`src/rtl/mul_pkg.sv`:
```
// Shared multiplier-datapath types and default widths, used by the Wallace
// slice wrapper, the final carry-propagate adder and the writeback stage.
package mul_pkg;

  localparam int MUL_WIDTH = 32;
  localparam int MUL_TAG_W = 4;

  typedef struct packed {
    logic [MUL_WIDTH-1:0] sum;
    logic [MUL_WIDTH-1:0] carry;
  } csa_pair_t;

  typedef struct packed {
    logic [MUL_WIDTH-1:0] result;
    logic                 ovf;
    logic [MUL_TAG_W-1:0] tag;
  } mul_result_t;

endpackage

```
`src/rtl/cpa_seg.sv`:
```
// Combinational N-bit carry-propagate adder segment with carry-in and carry-out.
module cpa_seg #(
  parameter int N = 16
) (
  input  logic [N-1:0] a,
  input  logic [N-1:0] b,
  input  logic         cin,
  output logic [N-1:0] s,
  output logic         cout
);

  assign {cout, s} = {1'b0, a} + {1'b0, b} + {{N{1'b0}}, cin};

endmodule

```
`src/rtl/csa_final_adder.sv`:
```
// Resolves a carry-save sum/carry pair into one binary word behind a valid/ready
// pipeline. Define CSA_FINAL_ADDER_SPLIT_EN to split the adder into two half-width stages.
module csa_final_adder
  import mul_pkg::*;
#(
  parameter int WIDTH = MUL_WIDTH,
  parameter int TAG_W = MUL_TAG_W
) (
  input  logic             clk,
  input  logic             rst,
  input  logic             in_valid,
  output logic             in_ready,
  input  logic [WIDTH-1:0] in_sum,
  input  logic [WIDTH-1:0] in_carry,
  input  logic [TAG_W-1:0] in_tag,
  output logic             out_valid,
  input  logic             out_ready,
  output logic [WIDTH-1:0] out_result,
  output logic             out_ovf,
  output logic [TAG_W-1:0] out_tag
);

  // Output stage, common to both builds.
  logic             v_out;
  logic [WIDTH-1:0] res_q;
  logic             ovf_q;
  logic [TAG_W-1:0] tag_q;
  logic             out_stage_ready;

  // NOTE: ready is combinational from out_ready so a full pipe still takes one per cycle.
  assign out_stage_ready = !v_out || out_ready;

  assign out_valid  = v_out;
  assign out_result = res_q;
  assign out_ovf    = ovf_q;
  assign out_tag    = tag_q;

`ifdef CSA_FINAL_ADDER_SPLIT_EN

  localparam int LO = WIDTH / 2;

  logic          lo_cout;
  logic [LO-1:0] lo_s;
  logic          v1;
  logic [LO-1:0] lo_q;
  logic          lo_c_q;
  logic [LO-1:0] hi_sum_q;
  logic [LO:0]   hi_carry_q;   // in_carry[WIDTH-1:LO-1]; MSB lands at weight 2^WIDTH
  logic [TAG_W-1:0] tag1_q;
  logic [LO-1:0] hi_s;
  logic          hi_cout;
  logic          adv1;

  cpa_seg #(.N(LO)) u_lo (
    .a    (in_sum[LO-1:0]),
    .b    ({in_carry[LO-2:0], 1'b0}),
    .cin  (1'b0),
    .s    (lo_s),
    .cout (lo_cout)
  );

  cpa_seg #(.N(LO)) u_hi (
    .a    (hi_sum_q),
    .b    (hi_carry_q[LO-1:0]),
    .cin  (lo_c_q),
    .s    (hi_s),
    .cout (hi_cout)
  );

  assign adv1     = v1 && out_stage_ready;
  assign in_ready = !v1 || out_stage_ready;

  always_ff @(posedge clk) begin
    if (rst) begin
      v1 <= 1'b0;
    end else if (in_ready) begin
      v1 <= in_valid;
    end
  end

  // NOTE: middle-stage payload is not reset; its valid bit alone decides whether it is used.
  always_ff @(posedge clk) begin
    if (in_valid && in_ready) begin
      lo_q       <= lo_s;
      lo_c_q     <= lo_cout;
      hi_sum_q   <= in_sum[WIDTH-1:LO];
      hi_carry_q <= in_carry[WIDTH-1:LO-1];
      tag1_q     <= in_tag;
    end
  end

  always_ff @(posedge clk) begin
    if (rst) begin
      v_out <= 1'b0;
      res_q <= '0;
      ovf_q <= 1'b0;
      tag_q <= '0;
    end else begin
      if (out_stage_ready) v_out <= v1;
      if (adv1) begin
        res_q <= {hi_s, lo_q};
        ovf_q <= hi_cout | hi_carry_q[LO];
        tag_q <= tag1_q;
      end
    end
  end

`else

  logic [WIDTH-1:0] full_s;
  logic             full_cout;

  cpa_seg #(.N(WIDTH)) u_full (
    .a    (in_sum),
    .b    ({in_carry[WIDTH-2:0], 1'b0}),
    .cin  (1'b0),
    .s    (full_s),
    .cout (full_cout)
  );

  assign in_ready = out_stage_ready;

  always_ff @(posedge clk) begin
    if (rst) begin
      v_out <= 1'b0;
      res_q <= '0;
      ovf_q <= 1'b0;
      tag_q <= '0;
    end else begin
      if (out_stage_ready) v_out <= in_valid;
      if (in_valid && out_stage_ready) begin
        res_q <= full_s;
        ovf_q <= full_cout | in_carry[WIDTH-1];
        tag_q <= in_tag;
      end
    end
  end

`endif

endmodule
```
`config.mk`:
```
export PLATFORM = sky130hd
export DESIGN_NAME = csa_final_adder
export DESIGN_NICKNAME = d
export VERILOG_FILES = /design/src/rtl/mul_pkg.sv /design/src/rtl/cpa_seg.sv /design/src/rtl/csa_final_adder.sv
export SDC_FILE = /design/constraint.sdc
export NUM_CORES = 1
export LEC_CHECK = 0
export CAP_MARGIN = 15
export CELL_PAD_IN_SITES_DETAIL_PLACEMENT = 2
export CELL_PAD_IN_SITES_GLOBAL_PLACEMENT = 2
export CORE_UTILIZATION = 26
export CTS_CLUSTER_DIAMETER = 40
export DETAILED_ROUTE_END_ITERATION = 7
export HOLD_SLACK_MARGIN = 0.12
export MAX_ROUTING_LAYER = met4
export PLACE_DENSITY = 0.95
export SLEW_MARGIN = 25
export SYNTH_ARGS = -nofsm -noshare
export SYNTH_HDL_FRONTEND = slang
export SYNTH_SLANG_ARGS = --single-unit
```
`constraint.sdc`:
```
create_clock -name clk -period 5.1 [get_ports clk]
set_clock_uncertainty 0.15 [all_clocks]
set_input_delay 1.275 -clock clk [delete_from_list [all_inputs] [get_ports clk]]
set_output_delay 1.275 -clock clk [all_outputs]
set_load 0.02 [all_outputs]
```
==> results.ini, run 1 <==
[power_and_ir_drop]
power.density_nw_per_um2=263
power.leakage_nw=1.72
ir_drop_mv=0.195

[finish]
utilization_pct=39.8
drive_gt1_share_pct=4.23
antenna_cells=0
final_common_cell=clkdlybuf4s50_1
nets=600
final_cells=637
synthToLayoutAreaGrowth_pct=48.0
final_cell_mix=clkdlybuf4s50_1, nand2_1, a21oi_1

[worst_setup_path]
worst_setup_path_start_kind=input port
ff2ff_path_depth=6
cp_max_fo=4
crit_arrival_ps=4140
crit_path_end_kind=flop
critPathKind=in2reg
r2r_end=out_result[25]
crit_required_ps=5120
reg2reg_slack_ps=2980
r2r_start=out_valid

[grt]
grt_pass1_wl_um=18600
grt_max_degree=34
track_usage_pct=20.6
overflow=0
antenna_found_initial=0
grt_pass1_vias=3843

[logic_synthesis]
synthFlopType=dfxtp_1
postSynthCellCount=389
synth_cell_types=56
ys_warn_count=0
synth_edf_count=0
synthXorXnorAreaFrac_pct=6.25
synthesis.area_um2=2940
synth_top_family_by_area=compound AO/OA/AOI/OAI gates
synth_fa_ha_area_share_pct=13.9
muxShareOfSynthArea_pct=0.722
async_flop_share_pct=0
synth_compound_area_share_pct=29.5
synth-seq-cells=38
yosysSeqAreaShare_pct=25.8
avgSynthCellArea_um2=7.57
synthesis.nets=493
synthSimpleGateAreaFrac_pct=20.7

[clock_network]
htreeDepth=2
cts_hold_buffers=0
cts-buffers-inserted=5
ctsRootBufferMaster=clkbuf_16
cts_tree=done
cts.repair.resized=0
clockBufferDepth=2
clk_pin_slew_ps=60
postCtsSetupRepairBufs=0
clk_latency_ps=280
cts.sinks=38

[detailed_routing]
wirelength_um=11400
ant_nets=0
vias_per_cell=5.29
wl_per_cell_um=17.9
via_count=3368
first_pass_iters=4
drcViolationCount=0
drt_iter0_drc=93

[hold_path]
hold_end=out_result[23]
hp-class=reg2reg
holdPathStages=2
hp-start=out_result[23]

[floorplan]
start_util_pct=26.9
core_um2=10900
dieArea_um2=11800
row_count=38
die_h_um=108
die_w_um=108
io_pins=111

[sta]
relSlewSlack_pct=56.0
setup_violations=0
slew_violations=0
hold_viol_final=0
worst_pin_slew_ps=657
fin_setup_tns_ps=0
min_period_ps=4120
rsz0062_at_grt=no
fin_crit_sh_pct=80.7
fmax_ghz=0.243

[placed_design]
hpwl_um=9140
dp_cells=629
port_buffers=110
gp_congestion=0.799

[run]
cap_violations=0

[run_status]
status=finished, final reports clean

sequential cells by signal, summed over array words and instances, names as in the netlist:
| signal | flops |
|---|---|
| out_result | 32 |
| out_tag | 4 |
| out_valid | 1 |
| out_ovf | 1 |
routing by layer:
layer | vias up | routed length, um | global-route usage, %
li1 | 1626 | - | -
met1 | 1618 | 5090 | 23.5
met2 | 104 | 5690 | 37.3
met3 | 20 | 372 | 2.11
met4 | 0 | 257 | 7.05
met5 | - | 0 | -
final cells by class:
cell class                      instances  area [um2]
Fill cell                            1285        6580
Multi-Input combinational cell        327        2090
Timing Repair Buffer                  113        1120
Sequential cell                        38         761
Tap cell                              140         175
Clock buffer                            5         125
Inverter                               11        41.3
Clock inverter                          3        40.0
worst max-delay path by stage:
| stage | start | end | slack (ps) | cells past startpoint |
|---|---|---|---|---|
| after detailed placement | in_sum[1] | out_result[31] | 750 | 10 |
| after floorplan | in_sum[1] | out_result[31] | 1440 | 9 |
| after global placement | in_sum[1] | out_result[31] | 800 | 10 |
| final | in_sum[1] | out_result[31] | 980 | 10 |
| after CTS | in_sum[1] | out_result[31] | 990 | 10 |
| after global routing | in_sum[1] | out_result[31] | 860 | 11 |
kinds of logic after synthesis:
kind of cell | Yosys count
adders and majority gates | 32
AOI/OAI and AO/OA | 135
xor gates and xnor gates | 21
muxes | 2
and+or+nand+nor | 137
DFF | 38
buffers and inverters | 24
report_power, final:
| part | leakage, nW | switching [mW] | internal, mW |
|---|---|---|---|
| logic | 1.32 | 0.242 | 0.205 |
| registers | 0.313 | 0.0171 | 0.326 |
| clock network | 0.0836 | 0.127 | 0.229 |
worst max-delay path, stage by stage:
cell             delay (ps)
clkdlybuf4s50_1         410
ha_1                    250
fa_1                    440
a211oi_1                260
nor2_1                  120
o22ai_2                 290
o21ai_2                 140
o311ai_2                400
o32ai_1                 170
a311o_1                 370
Yosys cell counts (2+ instances only):
| cell type | n | area share, % |
|---|---|---|
| nor3b_1 | 2 | 0.51 |
| nand2_1 | 73 | 9.3 |
| a21o_1 | 12 | 3.1 |
| nand4_1 | 6 | 1.3 |
| ha_1 | 31 | 13 |
| a21oi_1 | 52 | 8.8 |
| nor2b_1 | 2 | 0.42 |
| and3_1 | 4 | 0.85 |
| o21ai_1 | 2 | 0.34 |
| clkbuf_1 | 9 | 1.1 |
| o22ai_1 | 2 | 0.42 |
| a31oi_1 | 5 | 1.1 |
| o21bai_1 | 7 | 1.8 |
| nor3_1 | 6 | 1.0 |
| buf_1 | 2 | 0.26 |
| nor2_1 | 25 | 3.2 |
| a2111oi_0 | 2 | 0.60 |
| o22ai_2 | 2 | 0.85 |
| nand3_1 | 7 | 1.2 |
| xnor2_1 | 15 | 4.5 |
| inv_1 | 11 | 1.4 |
| o31ai_1 | 2 | 0.51 |
| buf_2 | 2 | 0.34 |
| dfxtp_1 | 38 | 26 |
| o21a_1 | 3 | 0.76 |
| nand2b_1 | 4 | 0.85 |
| xor2_1 | 6 | 1.8 |
| a211oi_1 | 7 | 1.8 |
| o21ai_0 | 23 | 3.9 |
through the flow:
step	area, um2	hold WS [ps]	setup slack (ps)	power [mW]
final	4360	306	983	1.15
after global routing	4360	332	864	1.21
after CTS	4360	310	988	1.16
after detailed placement	4190	296	752	0.796
after global placement	4190	291	802	0.773
after floorplan	2940	380	1440	0.603
(Power assumes the default switching activity.)
==> inputs of run 2 (changes only) <==
--- a/config.mk
+++ b/config.mk
@@ -8,12 +8,12 @@
 export CAP_MARGIN = 15
 export CELL_PAD_IN_SITES_DETAIL_PLACEMENT = 2
 export CELL_PAD_IN_SITES_GLOBAL_PLACEMENT = 2
-export CORE_UTILIZATION = 26
+export CORE_UTILIZATION = 22
 export CTS_CLUSTER_DIAMETER = 40
 export DETAILED_ROUTE_END_ITERATION = 7
 export HOLD_SLACK_MARGIN = 0.12
 export MAX_ROUTING_LAYER = met4
-export PLACE_DENSITY = 0.95
+export PLACE_DENSITY = 0.9
 export SLEW_MARGIN = 25
 export SYNTH_ARGS = -nofsm -noshare
 export SYNTH_HDL_FRONTEND = slang
==> constraint.sdc (replaced) <==
create_clock -name clk -period 3.7 [get_ports clk]
set_clock_uncertainty 0.15 [all_clocks]
set_input_delay 0.925 -clock clk [delete_from_list [all_inputs] [get_ports clk]]
set_output_delay 0.925 -clock clk [all_outputs]
set_load 0.02 [all_outputs]
==> run 2 against run 1 <==
Die area is 18% higher. Sequential share of layout area is 1.1 points lower. Critical path type unchanged. Core utilization is 3.5 points lower. Register-to-register slack worse by 1200 ps. First-iteration DRC count is 7.5% lower. Sequential power is 38% higher. Worst hold slack better by 2.7 ps. Flip-flop and latch count stayed put. Combinational power is 51% higher. Non-clock buffer count is 25 higher. Wire length is 9.3% higher.
==> results.ini, run 2 (synthesis gave the netlist of run 1 again) <==
[clock_network]
cts.sinks=38  ; unchanged
clockBufferDepth=2  ; unchanged
clk_latency_ps=280  ; about the same
clk_pin_slew_ps=60  ; about the same
cts_tree=done
htreeDepth=2  ; unchanged
postCtsSetupRepairBufs=0  ; unchanged
ctsRootBufferMaster=clkbuf_16
cts_hold_buffers=0  ; unchanged
cts-buffers-inserted=5  ; unchanged

[grt]
grt_max_degree=21  ; -38%
track_usage_pct=18.4  ; -2.2 points
overflow=0  ; unchanged
antenna_found_initial=0  ; unchanged
grt_pass1_vias=3977  ; +3.5%
grt_pass1_wl_um=20200  ; +8.9%

[placed_design]
hpwl_um=10200  ; +12%
gp_congestion=0.826  ; +3.4%
port_buffers=110  ; unchanged
placed_cell_area_um2=4420  ; +5.4%

[worst_setup_path]
cpMaxStageDelayCell=a2111oi_2
cpLargestDelayFamily=compound AO/OA/AOI/OAI gates
r2r_end=out_result[23]
cp_max_fo=5  ; +1
slowest_delay_ps=520  ; +80 ps
crit_required_ps=3750  ; -1370 ps
worst_setup_path_start_kind=input port
r2r_start=out_valid
reg2reg_slack_ps=1740  ; -1240 ps
timing.critical_path.buf_inv=1  ; unchanged
ff2ff_path_depth=6  ; unchanged
crit_arrival_ps=3650  ; -490 ps
critPathKind=in2reg
crit_path_end_kind=flop
path_cells=clkdlybuf4s50_1, ha_1, a2111oi_2, o21ai_2, a21oi_2, nor3_2, a31oi_2, o21ai_1, mux2_1, o22ai_1

[finish]
final_common_cell=clkdlybuf4s50_1
largest_reg_flops=32  ; unchanged
multi_input_area_um2=2140  ; +2.3%
regArea_um2=761  ; unchanged
synthToLayoutAreaGrowth_pct=58.4
nets=625  ; +4.2%
final_cell_mix=clkdlybuf4s50_1, nand2_1, a21oi_1
fillCellCount=1477  ; +15%
antenna_cells=0  ; unchanged
drive_gt1_share_pct=10.2  ; +5.9 points
fin_area_um2=4660  ; +7.0%

[sta]
worst_pin_slew_ps=698  ; +41.2 ps
fin_crit_sh_pct=97.5
setup_violations=0  ; unchanged
fin_setup_tns_ps=0  ; unchanged
fmax_ghz=0.277
relSlewSlack_pct=53.3  ; -2.8 points
min_period_ps=3610
hold_viol_final=0  ; unchanged
slew_violations=0  ; unchanged

[hold_path]
hp-start=out_result[29]
holdPathStages=2  ; unchanged
hold_end=out_result[29]
hp-class=reg2reg

[power_and_ir_drop]
power.density_nw_per_um2=369  ; +40%
power.leakage_nw=1.86  ; +8.1%
ir_drop_mv=0.185  ; -4.9%

[detailed_routing]
drt_iter0_drc=86  ; -7.5%
first_pass_iters=4  ; unchanged
ant_nets=0  ; unchanged
wl_per_cell_um=18.0  ; +0.30%
wirelength_um=12500  ; +9.3%
vias_per_cell=4.96  ; -6.2%
via_count=3442  ; +2.2%
drcViolationCount=0  ; unchanged

[floorplan]
start_util_pct=23.0  ; -4.0 points
die_h_um=118  ; +8.6%
dieArea_um2=13800  ; +18%
die_w_um=118  ; +8.6%
io_pins=111  ; unchanged
row_count=41  ; +7.9%
core_um2=12800  ; +17%

[run_status]
status=finished, final reports clean

[run]
cap_violations=0  ; unchanged

[run 2: through the flow]
step	setup WS (ps)	hold slack, ps	total power [mW]	std cells	utilization (%)
4_1_cts	41.1	310	1.72	694	36.0
6_report	92.0	308	1.72	694	36.4
5_1_grt	-61.2	334	1.81	694	36.4
3_5_place_dp	-248	295	1.14	686	34.5
2_1_floorplan	394	380	0.831	389	-
3_3_place_gp	-161	292	1.12	686	34.5
[run 2: area by class of cell]
type | instances | share of cell area (%)
sequential | 38 | 16.3
clock buffer | 5 | 2.68
tap | 172 | 4.62
timing repair buffer | 138 | 28.1
multi-input combinational | 327 | 45.9
clock inverter | 3 | 1.48
inverter | 11 | 0.886
[run 2: worst max-delay path by stage]
stage                     start              to  cells after the start
finish                in_sum[7]  out_result[28]                     10
global route          in_sum[7]  out_result[28]                     10
CTS                   in_sum[1]  out_result[31]                     10
detailed placement  in_carry[6]  out_result[28]                     10
global placement      in_sum[7]  out_result[24]                     11
floorplan             in_sum[1]  out_result[31]                      9
[run 2: timing repair]
item,CTS,global route
pin swaps,0,2
endpoints found under the setup margin,1,5
hold endpoints to repair,0,0
resized for setup,1,10
[run 2: worst register-to-register path: stages (launching register included)]
cell and delay (ps):
dfxtp_1 350, nand2b_1 120, and2_1 220, buf_4 210, nor2_1 560, nand2_1 160, o21ai_0 110
[run 2: report_power, final]
group          switching, mW  leakage [nW]  internal, mW
Clock                  0.186        0.0940         0.388
Combinational          0.356          1.45         0.318
Sequential            0.0251         0.313         0.450
[run 2: routing by layer]
metal / global-route usage [%] / part of all wire, % / vias to the layer above
li1: - / - / 1674
met1: 20.7 / 43 / 1674
met2: 34.2 / 53 / 80
met3: 2.52 / 3.0 / 14
met4: 4.25 / 1.3 / 0
met5: - / 0 / -
